===== config.mk =====
export PLATFORM = sky130hd
export DESIGN_NAME = insn_sequencer
export DESIGN_NICKNAME = d
export VERILOG_FILES = /design/src/rtl/insn_sequencer.sv
export SDC_FILE = /design/constraint.sdc
export NUM_CORES = 1
export LEC_CHECK = 0
export CAP_MARGIN = 20
export CORE_UTILIZATION = 35
export DETAILED_ROUTE_END_ITERATION = 12
export PLACE_DENSITY_LB_ADDON = 0.08
export REMOVE_ABC_BUFFERS = 1
export SLEW_MARGIN = 5
export SYNTH_ARGS = -nofsm -noshare
export SYNTH_HDL_FRONTEND = slang
export SYNTH_SLANG_ARGS = --single-unit

===== constraint.sdc =====
create_clock -name clk -period 2.2 [get_ports clk]
set_input_delay 0.33 -clock clk [delete_from_list [all_inputs] [get_ports clk]]
set_output_delay 0.33 -clock clk [all_outputs]
set_load 0.05 [all_outputs]

===== src/rtl/insn_sequencer.sv =====
// insn_sequencer: multi-cycle instruction-execution control sequencer.
//
// Steps each instruction through FETCH, DECODE, an execute or memory phase,
// and WRITEBACK. A one-hot state register drives the decoder stage code
// directly. Illegal opcodes park the machine in TRAP until reset.
//
// Ports:
//   clk        in   1   system clock, rising edge
//   reset      in   1   synchronous, active-high reset
//   insn       in  32   memory read data in FETCH, IR output afterwards
//   mem_ready  in   1   memory access completes in the cycle this is high
//   code       out 10   one-hot stage code (the state register itself)
//   mem_req    out  1   memory access request
//   mem_we     out  1   memory write enable (store)
//   insn_we    out  1   instruction-register load strobe
//   pc_we      out  1   PC update strobe
//   rd_we      out  1   register-file write strobe
//   trap       out  1   sticky illegal-instruction flag
//   instret    out 32   retired-instruction counter (wraps)
module insn_sequencer (
    input  logic        clk,
    input  logic        reset,
    input  logic [31:0] insn,
    input  logic        mem_ready,
    output logic [9:0]  code,
    output logic        mem_req,
    output logic        mem_we,
    output logic        insn_we,
    output logic        pc_we,
    output logic        rd_we,
    output logic        trap,
    output logic [31:0] instret
);

    typedef enum logic [9:0] {
        FETCH       = 10'h001,
        DECODE      = 10'h002,
        EXEC_ALU    = 10'h004,
        EXEC_JUMP   = 10'h008,
        EXEC_BRANCH = 10'h010,
        MEM_ADDR    = 10'h020,
        MEM_LOAD    = 10'h040,
        MEM_STORE   = 10'h080,
        WRITEBACK   = 10'h100,
        TRAP        = 10'h200
    } state_t;

    localparam logic [6:0] OP_REG    = 7'b0110011;
    localparam logic [6:0] OP_IMM    = 7'b0010011;
    localparam logic [6:0] OP_LUI    = 7'b0110111;
    localparam logic [6:0] OP_AUIPC  = 7'b0010111;
    localparam logic [6:0] OP_JAL    = 7'b1101111;
    localparam logic [6:0] OP_JALR   = 7'b1100111;
    localparam logic [6:0] OP_BRANCH = 7'b1100011;
    localparam logic [6:0] OP_LOAD   = 7'b0000011;
    localparam logic [6:0] OP_STORE  = 7'b0100011;
    localparam logic [6:0] OP_FENCE  = 7'b0001111;

    state_t     state;
    state_t     state_next;
    logic       retire;
    logic [6:0] opcode;

    assign opcode = insn[6:0];
    assign code   = state;

    // NOTE: every signal written here gets a default first, so no path
    // through the case can leave a value unassigned and infer a latch.
    always_comb begin
        state_next = state;
        mem_req    = 1'b0;
        mem_we     = 1'b0;
        insn_we    = 1'b0;
        pc_we      = 1'b0;
        rd_we      = 1'b0;
        retire     = 1'b0;

        unique case (state)
            FETCH: begin
                mem_req = 1'b1;
                if (mem_ready) begin
                    insn_we    = 1'b1;
                    state_next = DECODE;
                end
            end
            DECODE: begin
                unique case (opcode)
                    OP_REG, OP_IMM, OP_LUI, OP_AUIPC: state_next = EXEC_ALU;
                    OP_JAL, OP_JALR:                  state_next = EXEC_JUMP;
                    OP_BRANCH:                        state_next = EXEC_BRANCH;
                    OP_LOAD, OP_STORE:                state_next = MEM_ADDR;
                    OP_FENCE:                         state_next = WRITEBACK;
                    default:                          state_next = TRAP;
                endcase
            end
            EXEC_ALU, EXEC_JUMP: state_next = WRITEBACK;
            EXEC_BRANCH: begin
                // Taken/not-taken is the decoder's job; the PC always updates.
                pc_we      = 1'b1;
                retire     = 1'b1;
                state_next = FETCH;
            end
            MEM_ADDR: state_next = (opcode == OP_LOAD) ? MEM_LOAD : MEM_STORE;
            MEM_LOAD: begin
                mem_req = 1'b1;
                if (mem_ready) state_next = WRITEBACK;
            end
            MEM_STORE: begin
                mem_req = 1'b1;
                mem_we  = 1'b1;
                if (mem_ready) begin
                    pc_we      = 1'b1;
                    retire     = 1'b1;
                    state_next = FETCH;
                end
            end
            WRITEBACK: begin
                pc_we      = 1'b1;
                retire     = 1'b1;
                // x0 is never written, and FENCE has no destination.
                rd_we      = (insn[11:7] != 5'd0) && (opcode != OP_FENCE);
                state_next = FETCH;
            end
            TRAP: state_next = TRAP;
            default: state_next = FETCH;  // recover from a corrupted encoding
        endcase

        // Reset kills any in-flight access in the same cycle.
        if (reset) begin
            mem_req = 1'b0;
            mem_we  = 1'b0;
            insn_we = 1'b0;
            pc_we   = 1'b0;
            rd_we   = 1'b0;
            retire  = 1'b0;
        end
    end

    // NOTE: state is updated with non-blocking assignments so every register
    // samples the pre-edge values, independent of statement order.
    always_ff @(posedge clk) begin
        if (reset) begin
            state   <= FETCH;
            trap    <= 1'b0;
            instret <= 32'd0;
        end else begin
            state <= state_next;
            if (state_next == TRAP) trap <= 1'b1;
            if (retire) instret <= instret + 32'd1;
        end
    end

endmodule


==> flow_summary_export.csv, run 1 <==
group,metric,value,unit
global_routing,antenna_found_initial,0,
die,coreArea,6030,um^2
die,rows,28,
status,violations,"negative setup slack",
setup_path,cpPeakStageDelay,530,ps
setup_path,cp.arrival,2440,ps
global_routing,grt_pass1_wl,10200,um
placement,placed_cells_incl_taps,446,
synthesis,syn_area_per_cell,8.00,um^2
clocking,clock_sinks,43,
clocking,numCtsBuffers,5,
timing,finalWorstSetupSlack,-6.60,ps
clocking,cts_tree,"yes",
hold_path,hp-start,"trap",
timing,setup_viol,1,
global_routing,grt_use_total,19.6,%
clocking,hold_buffers,0,
die,die_h,81.6,um
setup_path,cp.required,2430,ps
timing,period_share,100,%
synthesis,async_flop_share,0,%
setup_path,worstReg2RegEnd,"instret[27]",
flow_run,cap_viol_max_count,0,
synthesis,synth_enable_flop_cells,0,
synthesis,ys_types,40,
timing,max_freq,0.453,GHz
synthesis,yosys_warnings,0,
setup_path,crit_path_top_delay_cell,"or4_4",
layout,layout-drive-gt1-share,22.9,%
clocking,cts_setup_buffers,0,
hold_path,hold_depth,2,
synthesis,synth_ff_type,"dfxtp_1",
power_and_ir_drop,powerDensity,458,nW/um^2
global_routing,grt_pass1_vias,2196,
timing,worst_slew_pin_slew,516,ps
power_and_ir_drop,irDropWorstVdd,0.000239,V
global_routing,use_met2,32.2,%
setup_path,worstSetupStartpointType,"flop",
detailed_routing,routed_wirelength,6170,um
setup_path,path_cells,"nand4_2 -> or4_4 -> or4_4 -> or4_1 -> a21oi_1",
detailed_routing,dr.pass1.iters,5,
detailed_routing,route.detailed.drc,0,
clocking,path_clk_slew,90,ps
setup_path,r2r_slack,-7,ps
timing,worst_clock_skew,4.37,ps
detailed_routing,antenna_left,0,
synthesis,yosysTopAreaCell,"dfxtp_1",
clocking,ctsRootBufferMaster,"clkbuf_8",
global_routing,use_met3,4.78,%
layout,final_area,3470,um^2
timing,period_needed,2210,ps
detailed_routing,num_vias,2386,
status,status,"finished, violations left",
hold_path,hold_class,"reg2reg",
timing,rsz0062_at_grt,"true",
layout,fin_cells,455,
hold_path,hold_end,"trap",
synthesis,ys_ff_latch,43,
synthesis,synthTopCellsByArea,"dfxtp_1, xnor2_1, nor2_1",
detailed_routing,dr.first_iter.drc_count,84,
timing,maxSlewHeadroom,65.5,%
placement,gp_congestion,0.842,
setup_path,path_max_fanout,6,
detailed_routing,wl_per_cell,13.6,um
clocking,clk_latency,300,ps
setup_path,path_delay_family,"simple AND/OR/NAND/NOR gates",
power_and_ir_drop,total_power,1.59,mW
layout,num_antenna_cells,0,
setup_path,worstSetupPathType,"reg2reg",
power_and_ir_drop,p_leak,1.23,nW
setup_path,crit_top_cell,"or4_4",
layout,area_delta_synth_final,56.7,%
placement,port-buffer-count,62,
clocking,clock_path_buffers,2,
timing,hold_viol_final,0,
setup_path,cp-end-kind,"flop",
detailed_routing,avgViaCountPerCell,5.24,
global_routing,top_usage_layer,"met2",
synthesis,seq_area_frac_synth,38.8,%
die,io_pins,83,
clocking,ctsHtreeMaxLevel,2,
setup_path,worst_r2r_path_depth,5,
die,die_w,81.6,um
synthesis,post-synth-top-count-cell,"dfxtp_1",
global_routing,grt_max_degree,22,
die,die_area,6650,um^2
placement,place_area,3270,um^2
timing,slew_viol_final,0,
synthesis,syn_area,2220,um^2
synthesis,syn_inst,277,
global_routing,globalRoute.totalOverflow,0,
layout,num-nets-final,415,
synthesis,netlist.area_leader.share,38.8,%
synthesis,synthTopCellsByCount,"dfxtp_1, nor2_1, nand2_1",
setup_path,critPathBufInv,0,
setup_path,timing.rr.start,"instret[6]",
global_routing,met1_usage,25.0,%
die,initial_core_util,36.8,%
placement,hpwl,4590,um
repair_timing:
action / CTS / global route
setup endpoints to repair: 9 / 16
pin swaps: 0 / 6
resized for setup: 10 / 15
gates cloned: 0 / 1
per-layer routing:
layer	up-vias	wire (um)
met5	-	0
met4	0	97
met3	11	251
met2	54	2950
met1	1107	2880
li1	1214	-
worst register-to-register path: cells and delay by family (launching register included):
family,cells,cell delay [ps]
DFF,1,340
AOI/OAI and AO/OA,1,150
and+or+nand+nor,4,1640
worst max-delay path by stage:
stage | depth (start not counted) | end | start | slack (ps)
2_1_floorplan | 3 | pc_we | code[8] | -970
3_3_place_gp | 7 | instret[23] | mem_ready | -170
3_5_place_dp | 6 | instret[27] | mem_ready | -190
4_1_cts | 5 | instret[27] | instret[5] | 2
5_1_grt | 5 | instret[27] | instret[6] | -80
6_report | 5 | instret[27] | instret[6] | -7
stage by stage:
step	util, %	setup slack [ps]	hold slack (ps)	setup TNS [ps]
detailed placement	54.2	-190	456	-1760
global placement	54.2	-168	464	-1470
global route	57.6	-78.1	496	-250
CTS	56.6	2.35	478	0
finish	57.6	-6.60	473	-6.60
floorplan	-	-970	399	-22460
layout make-up:
cell class | instances | area (um^2)
Inverter | 7 | 26.3
Tap cell | 75 | 93.8
Clock buffer | 5 | 68.8
Fill cell | 580 | 2550
Sequential cell | 43 | 870
Timing Repair Buffer | 110 | 1040
Clock inverter | 3 | 43.8
Multi-Input combinational cell | 212 | 1340
where the power goes:
part / switching (mW) / internal, mW / leakage, nW / total, mW
logic: 0.102 / 0.0810 / 0.820 / 0.183
registers: 0.00341 / 0.782 / 0.350 / 0.785
clock network: 0.286 / 0.338 / 0.0581 / 0.624
cell families (layout without fill, tap and decap cells):
group / Yosys count / in the layout / share of synthesized area, %
buffers and inverters: 22 / 125 / 3.84
AO/OA/AOI/OAI: 45 / 45 / 12.0
AND/OR/NAND/NOR: 143 / 143 / 35.7
XOR/XNOR: 23 / 23 / 9.09
adder cells (fa/ha/maj): 1 / 1 / 0.565
flip-flops: 43 / 43 / 38.8
registers in the layout, summed over array words and instances (netlist names):
signal	cells
code	10
trap	1
instret	32
cell usage in the layout, fill, tap and decap left out, types with 4 or more instances in the layout:
master            n
xnor2_1          19
nand4_1           9
a21oi_1          12
dfxtp_1          36
xor2_1            4
nor2_1           33
nor4_1           14
or4_4             4
inv_1             7
nand3_1          11
dfxtp_2           7
buf_12            5
nand2_1          20
o21ai_0          17
and3_1            4
or3_1             8
nor3_1           10
buf_4            45
clkdlybuf4s50_1  57
clkbuf_8          5
No activity file was read; power rests on OpenSTA's default activity.
==> run 2, diff against run 1 <==
--- a/config.mk
+++ b/config.mk
@@ -6,6 +6,7 @@
 export NUM_CORES = 1
 export LEC_CHECK = 0
 export CAP_MARGIN = 20
+export CORE_MARGIN = 2
 export CORE_UTILIZATION = 35
 export DETAILED_ROUTE_END_ITERATION = 12
 export PLACE_DENSITY_LB_ADDON = 0.08
==> run 2 against run 1 <==
The run now ends clean. Worst setup slack improved by 51 ps. Global-route usage shrank 1.9 points. Worst hold slack gained 1.8 ps. Sequential cell count unchanged. Routed wire length fell by 1.2%. Fmax up 2.4%. Combinational power grew 2%. Clock power grew 2%. Clock skew grew 2.8 ps. Die area increased by 5.0%. Clock-buffer cell count increased by 1. First-iteration DRC count fell by 27%.
==> flow_summary_export.csv, run 2 (synthesis gave the netlist of run 1 again) <==
group,metric,value,unit
clocking,clock_sinks,43,
detailed_routing,num_vias,2357,
timing,maxSlewHeadroom,66.0,%
layout,largest_reg_flops,32,
hold_path,hold_end,"trap",
global_routing,grt_pass1_vias,2269,
setup_path,worstSetupStartpointType,"flop",
hold_path,hold_class,"reg2reg",
power_and_ir_drop,powerDensity,456,nW/um^2
timing,max_freq,0.464,GHz
setup_path,path_max_fanout,7,
timing,hold_viol_final,0,
global_routing,grt_use_total,17.7,%
timing,setup_viol,0,
detailed_routing,avgViaCountPerCell,5.15,
setup_path,cp.arrival,2380,ps
timing,slew_viol_final,0,
clocking,cts_tree,"yes",
hold_path,hp-start,"trap",
placement,placed_cells_incl_taps,448,
hold_path,hold_depth,2,
layout,final_common_cell,"clkdlybuf4s50_1",
global_routing,globalRoute.totalOverflow,0,
die,initial_core_util,36.8,%
global_routing,grt_max_degree,22,
detailed_routing,wl_per_cell,13.3,um
clocking,ctsHtreeMaxLevel,2,
layout,layout-drive-gt1-share,22.7,%
flow_run,cap_viol_max_count,0,
detailed_routing,routed_wirelength,6100,um
setup_path,worstReg2RegEnd,"instret[23]",
placement,port-buffer-count,62,
timing,worst_clock_skew,7.14,ps
layout,fin_cells,458,
layout,layout_common_cells,"clkdlybuf4s50_1, buf_4, dfxtp_1",
global_routing,grt_pass1_wl,10300,um
clocking,clock_path_buffers,2,
layout,num_antenna_cells,0,
timing,worst_slew_pin_slew,508,ps
timing,period_share,98.0,%
timing,period_needed,2160,ps
setup_path,worstSetupPathType,"reg2reg",
detailed_routing,antenna_left,0,
power_and_ir_drop,irDropWorstVdd,0.000549,V
die,rows,28,
layout,max_flop_register,"instret",
setup_path,timing.rr.start,"instret[3]",
layout,utilization,58.6,%
setup_path,cp.required,2430,ps
placement,gp_congestion,0.885,
setup_path,worst_r2r_path_depth,6,
clocking,clk_latency,290,ps
clocking,numCtsBuffers,5,
power_and_ir_drop,p_leak,1.26,nW
detailed_routing,dr.pass1.iters,4,
detailed_routing,dr.first_iter.drc_count,61,
clocking,ctsRootBufferMaster,"clkbuf_8",
die,die_w,83.6,um
timing,rsz0062_at_grt,"true",
die,die_area,6980,um^2
layout,area_delta_synth_final,59.2,%
die,coreArea,6030,um^2
placement,hpwl,4590,um
die,io_pins,83,
die,die_h,83.6,um
setup_path,r2r_slack,40,ps
detailed_routing,route.detailed.drc,0,
clocking,path_clk_slew,80,ps
status,status,"finished, final reports clean",
setup_path,cp-end-kind,"flop",
layout,num-nets-final,418,
global_routing,antenna_found_initial,0,
run 2: changes by cell type in the layout (fill, tap and decap cells not counted), moves of 2 or more:
cell and change:
buf_4 +3, a21oi_1 +2, a21oi_2 -2, or3_1 +2
or3_4 -2
run 2: final cells by class:
| cell class | instances | area, um^2 |
|---|---|---|
| multi-input cells | 212 | 1350 |
| clock buffers | 6 | 82.6 |
| inverters | 7 | 26.3 |
| flip-flops and latches | 43 | 871 |
| fillers | 557 | 2500 |
| repair buffers | 113 | 1070 |
| clock inverters | 2 | 35.0 |
| well taps | 75 | 93.8 |
run 2: critical path: stages, from the launching register on:
cell,delay [ps]
dfxtp_2,360
nand4_4,100
or4_4,520
or4_4,500
buf_12,160
or3_1,300
a21oi_1,140
run 2: worst max-delay path by stage:
| stage | startpoint | end | slack, ps | cells past startpoint |
|---|---|---|---|---|
| after floorplan | code[8] | pc_we | -970 | 3 |
| after global placement | mem_ready | instret[27] | -190 | 6 |
| after detailed placement | mem_ready | instret[27] | -220 | 6 |
| after CTS | instret[3] | instret[23] | -60 | 6 |
| after global routing | instret[3] | instret[23] | -30 | 6 |
| final | instret[3] | instret[23] | 40 | 6 |
run 2: repair_timing:
item                                    4_1_cts  5_1_grt
hold buffers                                  0        0
setup buffers                                 2        0
endpoints found under the setup margin        9       15
pin swaps                                    15        5
hold endpoints to repair                      0        0
resized for setup                            14       12
run 2: power by group:
group / internal [mW] / switching (mW)
clock: 0.367 / 0.268
combinational: 0.0845 / 0.103
sequential: 0.782 / 0.00307
total: 1.23 / 0.374
run 2: stage by stage:
| step | setup WS, ps | setup TNS, ps | hold WS [ps] | total power [mW] | cell area [um^2] |
|---|---|---|---|---|---|
| floorplan | -970 | -22460 | 399 | 0.880 | 2160 |
| finish | 44.8 | 0 | 475 | 1.61 | 3530 |
| global placement | -193 | -1540 | 474 | 0.982 | 3290 |
| detailed placement | -216 | -1890 | 461 | 0.983 | 3290 |
| global route | -25.9 | -56.0 | 535 | 1.68 | 3530 |
| CTS | -60.5 | -282 | 483 | 1.63 | 3470 |
run 2: metal layers:
metal | track usage, % | vias to the layer above | share of wire, %
met1 | 22.5 | 1094 | 47
li1 | - | 1214 | -
met5 | 0 | - | 0
met3 | 2.97 | 2 | 3.4
met4 | 6.01 | 0 | 0.66
met2 | 30.3 | 47 | 49
==> run 3, diff against run 2 <==
--- a/config.mk
+++ b/config.mk
@@ -9,6 +9,7 @@
 export CORE_MARGIN = 2
 export CORE_UTILIZATION = 35
 export DETAILED_ROUTE_END_ITERATION = 12
+export GPL_ROUTABILITY_DRIVEN = 0
 export PLACE_DENSITY_LB_ADDON = 0.08
 export REMOVE_ABC_BUFFERS = 1
 export SLEW_MARGIN = 5
==> results of run 3 <==
Final layout, timing and power as in run 2 (identical DEF).
